`src/rtl/load_size_seq.sv`:
```
// Load sequencer: issues a timed memory read, then returns the result sized and
// zero-extended according to the requested load width.
module load_size_seq #(
   parameter int unsigned MEM_LATENCY = 2  // cycles from mem_read to valid data, 1..15
) (
   input  logic        clk,
   input  logic        reset,
   input  logic        start,
   input  logic [1:0]  controleLS,
   input  logic [31:0] addr,
   input  logic [31:0] mem_data_in,
   output logic [31:0] mem_addr,
   output logic        mem_read,
   output logic        busy,
   output logic        done,
   output logic        err,
   output logic [31:0] ls_out
);

   typedef enum logic [1:0] {StIdle, StWait, StDone} state_e;

   localparam logic [1:0] SizeWord    = 2'b00;
   localparam logic [1:0] SizeByte    = 2'b01;
   localparam logic [1:0] SizeHalf    = 2'b10;
   localparam logic [1:0] SizeIllegal = 2'b11;

   // Last wait-count value; the capture happens on the edge that sees it.
   localparam logic [3:0] LastCnt = 4'(MEM_LATENCY - 1);

   state_e      state_q;
   logic [3:0]  cnt_q;
   logic [1:0]  size_q;
   logic [31:0] mem_addr_q;
   logic        mem_read_q;
   logic        busy_q;
   logic        done_q;
   logic        err_q;
   logic [31:0] ls_out_q;
   logic [31:0] sized_data;

   // Select and zero-extend the memory data according to the latched size.
   always_comb begin
      sized_data = mem_data_in;
      unique case (size_q)
         SizeByte: sized_data = {24'b0, mem_data_in[7:0]};
         SizeHalf: sized_data = {16'b0, mem_data_in[15:0]};
         default:  sized_data = mem_data_in;
      endcase
   end

   // Sequencer FSM with all outputs registered; pulses default low each cycle.
   always_ff @(posedge clk) begin
      if (reset) begin
         state_q    <= StIdle;
         cnt_q      <= 4'd0;
         size_q     <= SizeWord;
         mem_addr_q <= 32'd0;
         mem_read_q <= 1'b0;
         busy_q     <= 1'b0;
         done_q     <= 1'b0;
         err_q      <= 1'b0;
         ls_out_q   <= 32'd0;
      end else begin
         done_q <= 1'b0;
         err_q  <= 1'b0;
         unique case (state_q)
            StIdle, StDone: begin
               if (start && (controleLS != SizeIllegal)) begin
                  mem_addr_q <= addr;
                  size_q     <= controleLS;
                  cnt_q      <= 4'd0;
                  mem_read_q <= 1'b1;
                  busy_q     <= 1'b1;
                  state_q    <= StWait;
               end else begin
                  // Illegal size flags err and never touches memory.
                  err_q   <= start;
                  state_q <= StIdle;
               end
            end
            StWait: begin
               // start is deliberately ignored while a load is in flight.
               if (cnt_q == LastCnt) begin
                  ls_out_q   <= sized_data;
                  mem_read_q <= 1'b0;
                  busy_q     <= 1'b0;
                  done_q     <= 1'b1;
                  state_q    <= StDone;
               end else begin
                  cnt_q <= cnt_q + 4'd1;
               end
            end
            default: state_q <= StIdle;
         endcase
      end
   end

   assign mem_addr = mem_addr_q;
   assign mem_read = mem_read_q;
   assign busy     = busy_q;
   assign done     = done_q;
   assign err      = err_q;
   assign ls_out   = ls_out_q;

endmodule
```
`config.mk`:
```
export PLATFORM = sky130hd
export DESIGN_NAME = load_size_seq
export DESIGN_NICKNAME = d
export VERILOG_FILES = /design/src/rtl/load_size_seq.sv
export SDC_FILE = /design/constraint.sdc
export NUM_CORES = 1
export LEC_CHECK = 0
export BUFFER_PORTS_ARGS = -buffer_cell sky130_fd_sc_hd__buf_4
export CAP_MARGIN = 20
export CELL_PAD_IN_SITES_DETAIL_PLACEMENT = 1
export CELL_PAD_IN_SITES_GLOBAL_PLACEMENT = 1
export CORE_ASPECT_RATIO = 1.75
export CORE_MARGIN = 1
export CORE_UTILIZATION = 35
export DETAILED_ROUTE_END_ITERATION = 8
export GPL_TIMING_DRIVEN = 0
export PLACE_DENSITY = 0.94
export RECOVER_POWER = 50
export SLEW_MARGIN = 0
export SYNTH_ARGS = -nofsm -noshare
export SYNTH_HDL_FRONTEND = slang
export SYNTH_SLANG_ARGS = --single-unit
```
`constraint.sdc`:
```
create_clock -name clk -period 2.9 [get_ports clk]
set_clock_uncertainty 0.15 [all_clocks]
set_input_delay 0.145 -clock clk [delete_from_list [all_inputs] [get_ports clk]]
set_output_delay 0.145 -clock clk [all_outputs]
set_load 0.05 [all_outputs]
```
==> results of run 1 <==
[synth_stat cells, drive strengths merged (2+ instances only)]
cell type	count	area, um^2
a21oi	62	310
nor3	3	20.0
buf	21	128
nand2b	10	62.6
nand2	3	11.3
clkbuf	19	71.3
or4	2	15.0
nand4	24	150
nor2b	3	18.8
o221ai	2	17.5
dfxtp	75	1500
nand3	43	215
inv	2	7.51
ha	3	37.5
or3	2	12.5
nor2	2	15.0
o21ai	70	350
[layer usage]
metal / routed length [um] / track usage, %
met5: 0 / 0
met4: 852 / 22.4
met3: 707 / 7.12
met2: 8330 / 63.9
met1: 4940 / 30.8
[cells in the final DEF, fill, tap and decap left out, drive strengths merged, types with 10 or more instances in the layout]
cell type,instances
clkbuf,101
buf,87
dfxtp,75
o21ai,70
dlygate4sd3,66
a21oi,62
nand3,43
nand4,24
nand2b,10
[final timing paths]
check / start / to / slack (ns) / cells after the start
max reg2reg: size_q[0] / ls_out[8] / 0.84 / 7
min reg2reg: ls_out[26] / ls_out[26] / 0.33 / 2
max: controleLS[1] / mem_addr[30] / 0.72 / 7
min: reset / cnt_q[3] / 0.08 / 3
[per-stage QoR]
stage	setup WS, ns	power (mW)
2_1_floorplan	1.20	1.43
3_3_place_gp	1.07	1.61
3_5_place_dp	1.03	1.63
4_1_cts	0.988	3.02
5_1_grt	0.614	3.11
6_report	0.716	3.03
[registers in the layout, indices dropped and copies added (netlist names)]
register and count:
ls_out 32, mem_addr 32, cnt_q 4, size_q 2, state_q 2, busy 1
done 1, err 1
[power groups by stage]
stage	combinational [mW]	sequential (mW)	clock [mW]
2_1_floorplan	0.185	1.24	0
3_5_place_dp	0.512	1.12	0
3_3_place_gp	0.496	1.12	0
4_1_cts	0.585	1.10	1.34
5_1_grt	0.615	1.10	1.39
6_report	0.586	1.10	1.34
[cells by family (layout without fill, tap and decap cells)]
group / after synthesis / in the layout / share of synthesized area (%)
buffers and inverters: 43 / 261 / 7.01
AND/OR/NAND/NOR: 95 / 95 / 18.3
flip-flops: 75 / 75 / 50.0
adder cells (fa/ha/maj): 3 / 3 / 1.25
AO/OA/AOI/OAI: 136 / 136 / 23.4
other: 0 / 1 / 0
[area by class of cell]
| cell class | count | area (um^2) |
|---|---|---|
| plain buffers | 40 | 198 |
| fillers | 1019 | 3380 |
| multi-input cells | 234 | 1290 |
| diodes | 1 | 2.50 |
| flip-flops and latches | 75 | 1500 |
| clock buffers | 12 | 267 |
| well taps | 115 | 144 |
| clock inverters | 4 | 95.1 |
| repair buffers | 202 | 1420 |
| inverters | 3 | 11.3 |
[worst max-delay path, stage by stage]
cell and delay, ns:
dlygate4sd3_1 0.53, clkbuf_1 0.18, and2_1 0.16, clkbuf_1 0.41
buf_1 0.43, o21ai_1 0.17, a21oi_1 0.23
[repair_timing]
action | 4_1_cts | 5_1_grt
gates resized for setup | 0 | 0
hold endpoints to repair | 66 | 0
hold buffers | 66 | 0
buffers inserted | 0 | 0
==> impl_metrics.tcl, run 1 <==
set metrics [dict create \
    drc 0 \
    die_h_um 124 \
    drt-vias-per-instance 5.54 \
    setup_viol_count_final 0 \
    grt_pass1_wl_um 22700 \
    dpl.cell_count 603 \
    drtPass1Iterations 4 \
    fin_setup_tns_ns 0 \
    cts_buffer_depth 2 \
    ant_nets 0 \
    antenna_found_initial 1 \
    slew_violations 0 \
    fmax_mhz 458 \
    swShare_pct 27.9 \
    clk_latency_ns 0.33 \
    cts-root-buf "clkbuf_16" \
    max_cap_violations 0 \
    rsz0062_at_grt "false" \
    routed_wirelength_um 14800 \
    coreArea_um2 8310 \
    syn2layout_area_growth_pct 64.3 \
    io_pins 137 \
    path_clk_slew_ns 0.06 \
    holdWs_ns 0.0759 \
    p_clk_share_pct 44.3 \
    grt.overflow.total 0 \
    htree_num_levels 3 \
    leakagePower_nw 1.83 \
    cp_data_required_time_ns 2.99 \
    track_usage_pct 33.8 \
    synth.avg_cell_area_um2 8.52 \
    nets 637 \
    fin_crit_sh_pct 75.3 \
    drive_above_1_share_pct 17.7 \
    period_needed_ns 2.18 \
    fin_util_pct 59.3 \
    critPathLaunchType "input port" \
    cts_buffers 9 \
    hold_violations 0 \
    hold_path_class "input port to flop" \
    combPwrFrac_pct 19.3 \
    path_max_fanout 10 \
    switchingPower_uw 844 \
    start_util_pct 36.1 \
    vias 3799 \
    die_x_um 72.0 \
    tightest_slew_ns 0.752 \
    final_area_um2 4930 \
    synth_warnings 0 \
    syn_nets 424 \
    post_drt_wl_per_cell_um 21.6 \
    dp_hpwl_um 7730 \
    dieArea_um2 8960 \
    drtIter0Drc 308 \
    synth.cell_area_um2 3000 \
    worstSetupPathType "input port to flop" \
    ir_drop_mv 0.461 \
    synth-seq-cells 75 \
    worstSetupEndpointType "flop" \
    dpl_cell_area_um2 4170 \
    gp_congestion 0.785 \
    numPortBuffers 136 \
    seq_area_frac_synth_pct 50.0 \
    stdcell_count 686 \
    synthFlopType "dfxtp_1" \
    syn_inst 352 \
    synth_edf_count 0 \
    async_reset_ff_share_pct 0 \
    arrival_ns 2.27 \
    synth_cell_types 29 \
    slew_headroom_pct 49.6 \
    first_global_vias 4163 \
    pwr-share-seq_pct 36.4 \
    cts_tree "done" \
    status "finished, final reports clean" \
    rows 44 \
    cts_sinks 75 \
    grt_max_degree 13 \
    p_int_mw 2.18 \
    powerDensity_nw_per_um2 614 \
]
Power figures use the tool's default switching activity.
==> inputs of run 2 (changes only) <==
--- a/config.mk
+++ b/config.mk
@@ -11,10 +11,10 @@
 export CELL_PAD_IN_SITES_GLOBAL_PLACEMENT = 1
 export CORE_ASPECT_RATIO = 1.75
 export CORE_MARGIN = 1
-export CORE_UTILIZATION = 35
+export CORE_UTILIZATION = 33
 export DETAILED_ROUTE_END_ITERATION = 8
 export GPL_TIMING_DRIVEN = 0
-export PLACE_DENSITY = 0.94
+export PLACE_DENSITY = 0.9
 export RECOVER_POWER = 50
 export SLEW_MARGIN = 0
 export SYNTH_ARGS = -nofsm -noshare
==> constraint.sdc (replaced) <==
create_clock -name clk -period 2.1 [get_ports clk]
set_clock_uncertainty 0.15 [all_clocks]
set_input_delay 0.105 -clock clk [delete_from_list [all_inputs] [get_ports clk]]
set_output_delay 0.105 -clock clk [all_outputs]
set_load 0.05 [all_outputs]
==> run 2 against run 1 <==
Effect of this change: combinational power grew 34%; register-to-register slack worse by 0.74 ns; utilization shrank 2.8 points; die area up 5.9%; worst hold slack better by 0.094 ns; sequential share of layout area about the same; global-route usage fell by 5.4 points; wire length shrank 12%; setup slack got worse by 0.62 ns.
==> impl_metrics.tcl, run 2 (synthesized netlist as in run 1, its figures left out) <==
set metrics [dict create \
    grt.overflow.total 0 \
    worstRegToRegCells 6 \
    clk_latency_ns 0.33 \
    setup_viol_count_final 0 \
    fin_crit_sh_pct 95.2 \
    setup.worst_path.end "ls_out[26]" \
    rows 45 \
    hold_violations 0 \
    ant_nets 0 \
    rr_endpoint "ls_out[26]" \
    tightest_slew_ns 0.677 \
    status "finished, final reports clean" \
    max_cap_violations 0 \
    track_usage_pct 28.4 \
    critPathLaunchType "flop" \
    cts_buffers 9 \
    drtPass1Iterations 4 \
    gp_congestion 0.782 \
    drtIter0Drc 148 \
    final_area_um2 4930 \
    start_util_pct 34.4 \
    die_h_um 128 \
    grt_max_degree 13 \
    powerDensity_nw_per_um2 826 \
    fin_setup_tns_ns 0 \
    die_x_um 74.1 \
    first_global_vias 3936 \
    slew_headroom_pct 55.1 \
    fmax_mhz 500 \
    final_common_cell "clkbuf_1" \
    fillers 1086 \
    ir_drop_mv 0.494 \
    cp-startpoint "cnt_q[0]" \
    post_drt_wl_per_cell_um 18.9 \
    min_from "start" \
    numPortBuffers 136 \
    drc 0 \
    grt_pass1_wl_um 20000 \
    cp_data_required_time_ns 2.14 \
    drive_above_1_share_pct 17.5 \
    syn2layout_area_growth_pct 64.5 \
    htree_num_levels 3 \
    dpl_cell_area_um2 4170 \
    drt-vias-per-instance 5.32 \
    worstSetupPathType "flop to flop" \
    leakagePower_nw 1.82 \
    cts_buffer_depth 2 \
    nets 638 \
    period_needed_ns 2.00 \
    path_max_fanout 10 \
    timing.rr.start "cnt_q[0]" \
    routed_wirelength_um 13000 \
    cts_tree "done" \
    slew_violations 0 \
    arrival_ns 2.04 \
    holdWs_ns 0.170 \
    final_cell_mix "clkbuf_1, dfxtp_1, buf_4, dlygate4sd3_1, o21ai_1" \
    reg2reg_slack_ns 0.10 \
    rsz0062_at_grt "false" \
    dp_hpwl_um 7880 \
    cts_sinks 75 \
    worstSetupEndpointType "flop" \
    antenna_found_initial 3 \
    vias 3675 \
    cts-root-buf "clkbuf_16" \
    hold_path_class "input port to flop" \
    path_clk_slew_ns 0.06 \
    dieArea_um2 9490 \
    io_pins 137 \
    coreArea_um2 8730 \
]
run 2: changes by cell type in the layout (fill, tap and decap cells not counted), sizes merged:
cell         before  now
dlygate4sd3      66   67
clkbuf          101  100
clkinv            2    3
diode             1    3
run 2: layout make-up:
type	instances	area [um^2]	area share, %
Sequential cell	75	1500	30.4
Timing Repair Buffer	203	1430	29.0
Multi-Input combinational cell	234	1290	26.2
Clock buffer	11	243	4.92
Buffer	40	198	4.01
Tap cell	117	146	2.97
Clock inverter	5	100	2.03
Inverter	3	11.3	0.228
Antenna cell	3	7.51	0.152
run 2: power by group:
part	internal, mW	switching, mW	leakage [nW]
Clock	1.19	0.589	0.170
Combinational	0.281	0.503	1.05
Sequential	1.48	0.0348	0.610
Total	2.95	1.13	1.82
run 2: worst max-delay path, stage by stage, from the launching register on:
cell	delay (ns)
dfxtp_1	0.40
ha_1	0.19
or3b_1	0.39
buf_2	0.22
buf_6	0.17
o21ai_1	0.22
a21oi_1	0.10
run 2: through the flow:
stage	total power, mW	instances	worst slack, ns	utilization, %
2_1_floorplan	1.97	352	0.401	-
3_3_place_gp	2.23	605	0.254	47.8
3_5_place_dp	2.25	605	0.198	47.8
4_1_cts	4.12	688	0.161	59.4
5_1_grt	4.22	691	0.0142	56.5
6_report	4.08	691	0.100	56.5
run 2: worst min-delay path by stage:
| stage | to | slack (ns) | cells past startpoint |
|---|---|---|---|
| after global routing | cnt_q[2] | 0.19 | 4 |
| after floorplan | ls_out[10] | 0.1 | 2 |
| after global placement | ls_out[15] | 0.20 | 3 |
| final | cnt_q[2] | 0.17 | 4 |
| after detailed placement | ls_out[12] | 0.21 | 3 |
| after CTS | cnt_q[2] | 0.17 | 4 |
run 2: per-layer routing:
| layer | global-route usage (%) | share of wire [%] |
|---|---|---|
| met1 | 26.9 | 34 |
| met4 | 16.3 | 4.9 |
| met2 | 53.6 | 57 |
| met3 | 5.82 | 3.6 |
| met5 | 0 | 0 |
run 2: repair_timing:
| item | CTS | global route |
|---|---|---|
| endpoints found under the hold margin | 67 | 0 |
| setup endpoints to repair | 0 | 1 |
| resized for setup | 0 | 1 |
| buffers inserted | 0 | 0 |
| hold buffers | 67 | 0 |
==> inputs of run 3 (changes only) <==
--- a/config.mk
+++ b/config.mk
@@ -10,12 +10,13 @@
 export CELL_PAD_IN_SITES_DETAIL_PLACEMENT = 1
 export CELL_PAD_IN_SITES_GLOBAL_PLACEMENT = 1
 export CORE_ASPECT_RATIO = 1.75
-export CORE_MARGIN = 1
+export CORE_MARGIN = 10
 export CORE_UTILIZATION = 33
 export DETAILED_ROUTE_END_ITERATION = 8
 export GPL_TIMING_DRIVEN = 0
-export PLACE_DENSITY = 0.9
+export PLACE_DENSITY_LB_ADDON = 0.1
 export RECOVER_POWER = 50
+export SKIP_LAST_GASP = 1
 export SLEW_MARGIN = 0
 export SYNTH_ARGS = -nofsm -noshare
 export SYNTH_HDL_FRONTEND = slang
==> run 3 against run 2 <==
Effect of this change: fmax grew 4.6%; first-iteration DRC count down 23%; combinational power shrank 2%; clock power down 15%; register-to-register slack better by 0.09 ns; clock-buffer cell count did not move; critical path depth shrank 1; global-route usage decreased by 11 points; sequential power about the same; setup slack improved by 0.088 ns; final cell count unchanged; wire length shrank 6.6%; largest cell class unchanged.
==> impl_metrics.tcl, run 3 (synthesized netlist as in run 1, its figures left out) <==
set metrics [dict create \
    crit_family "simple AND/OR/NAND/NOR gates" \
    critPathLaunchType "flop" \
    tightest_slew_ns 0.714 \
    cpPeakStageDelay_ns 0.60 \
    cts_sinks 75 \
    fin_crit_sh_pct 91.0 \
    arrival_ns 2.02 \
    worstSetupPathType "flop to flop" \
    grt_pass1_wl_um 19500 \
    status "finished, final reports clean" \
    max_cap_violations 0 \
    nets 638 \
    cts_tree "done" \
    drc 0 \
    slew_headroom_pct 52.2 \
    post_drt_wl_per_cell_um 17.6 \
    period_needed_ns 1.91 \
    path_clk_slew_ns 0.06 \
    gp_congestion 0.710 \
    first_global_vias 3728 \
    final_cell_mix "clkbuf_1, dfxtp_1, buf_4, dlygate4sd3_1, o21ai_1" \
    rows 46 \
    dieArea_um2 13500 \
    io_pins 137 \
    track_usage_pct 17.6 \
    hold_path_class "input port to flop" \
    syn2layout_area_growth_pct 62.6 \
    seq_area_um2 1500 \
    drtPass1Iterations 5 \
    drtIter0Drc 114 \
    path_buf_inv 1 \
    leakagePower_nw 1.80 \
    fin_setup_tns_ns 0 \
    rsz0062_at_grt "false" \
    start_util_pct 33.4 \
    coreArea_um2 8980 \
    fillers 1127 \
    die_h_um 146 \
    fmax_mhz 523 \
    worstSetupEndpointType "flop" \
    cts-root-buf "clkbuf_16" \
    ant_nets 0 \
    slew_violations 0 \
    critical_path.cell_chain "ha_1 > nor3b_2 > buf_6 > nand4_1 > a21oi_1" \
    dpl_cell_area_um2 4170 \
    grt.overflow.total 0 \
    num_antenna_cells 0 \
    cts_buffers 9 \
    cts_resized 0 \
    clk_latency_ns 0.33 \
    path_max_fanout 10 \
    vias 3463 \
    powerDensity_nw_per_um2 780 \
    drive_above_1_share_pct 17.5 \
    die_x_um 92.1 \
    ir_drop_mv 0.505 \
    cts_buffer_depth 2 \
    hold_violations 0 \
    drt-vias-per-instance 5.01 \
    final_common_cell "clkbuf_1" \
    antenna_found_initial 0 \
    multiInputGateArea_um2 1290 \
    setup_viol_count_final 0 \
    dp_hpwl_um 8460 \
    htree_num_levels 3 \
    crit_slowest_cell "nor3b_2" \
    final_area_um2 4880 \
    grt_max_degree 13 \
    routed_wirelength_um 12200 \
    cp_data_required_time_ns 2.21 \
    numPortBuffers 136 \
]
run 3: routing by layer:
metal  share of wire (%)  track usage [%]  wire length, um  up-vias
li1                    -                -                -     1704
met3                 5.1             5.13              623        9
met5                   0                0                0        -
met4                0.91             5.19              111        0
met1                  38             17.4             4680     1659
met2                  56             33.6             6760       91
run 3: stage by stage:
step / hold slack [ns] / std cells / power [mW] / util (%) / worst slack (ns)
2_1_floorplan: 0.0982 / 352 / 1.97 / - / 0.401
3_3_place_gp: 0.194 / 608 / 2.24 / 46.5 / 0.208
3_5_place_dp: 0.200 / 608 / 2.25 / 46.5 / 0.217
4_1_cts: 0.171 / 691 / 3.90 / 57.2 / 0.195
5_1_grt: 0.229 / 691 / 3.98 / 54.3 / 0.0276
6_report: 0.191 / 691 / 3.81 / 54.3 / 0.189
run 3: worst reg2reg max path, delay by kind of cell, from the launching register on:
family                     cells  cell delay (ns)
adders and majority gates      1             0.18
DFF                            1             0.40
and+or+nand+nor                2             0.72
buffers and inverters          1             0.23
AOI/OAI and AO/OA              1             0.15
run 3: area by class of cell:
cell class | count | area share, %
Buffer | 40 | 4.05
Timing Repair Buffer | 203 | 29.4
Clock buffer | 11 | 4.98
Clock inverter | 5 | 1.08
Multi-Input combinational cell | 234 | 26.4
Sequential cell | 75 | 30.8
Inverter | 3 | 0.231
Tap cell | 120 | 3.08
run 3: path summary, 6_finish.rpt:
check	startpoint	end	slack, ns	depth (start not counted)
setup reg to reg	cnt_q[0]	ls_out[18]	0.19	5
setup / recovery	cnt_q[0]	ls_out[18]	0.19	5
hold / removal	start	cnt_q[2]	0.19	4
hold reg to reg	ls_out[9]	ls_out[9]	0.31	2
run 3: power breakdown:
part	internal, mW	total (mW)	switching (mW)
sequential	1.48	1.51	0.0307
combinational	0.279	0.770	0.491
clock	0.946	1.52	0.578
run 3: what timing repair did:
item                      4_1_cts  5_1_grt
hold buffers                   67        0
setup buffers                   0        0
hold endpoints to repair       67        0
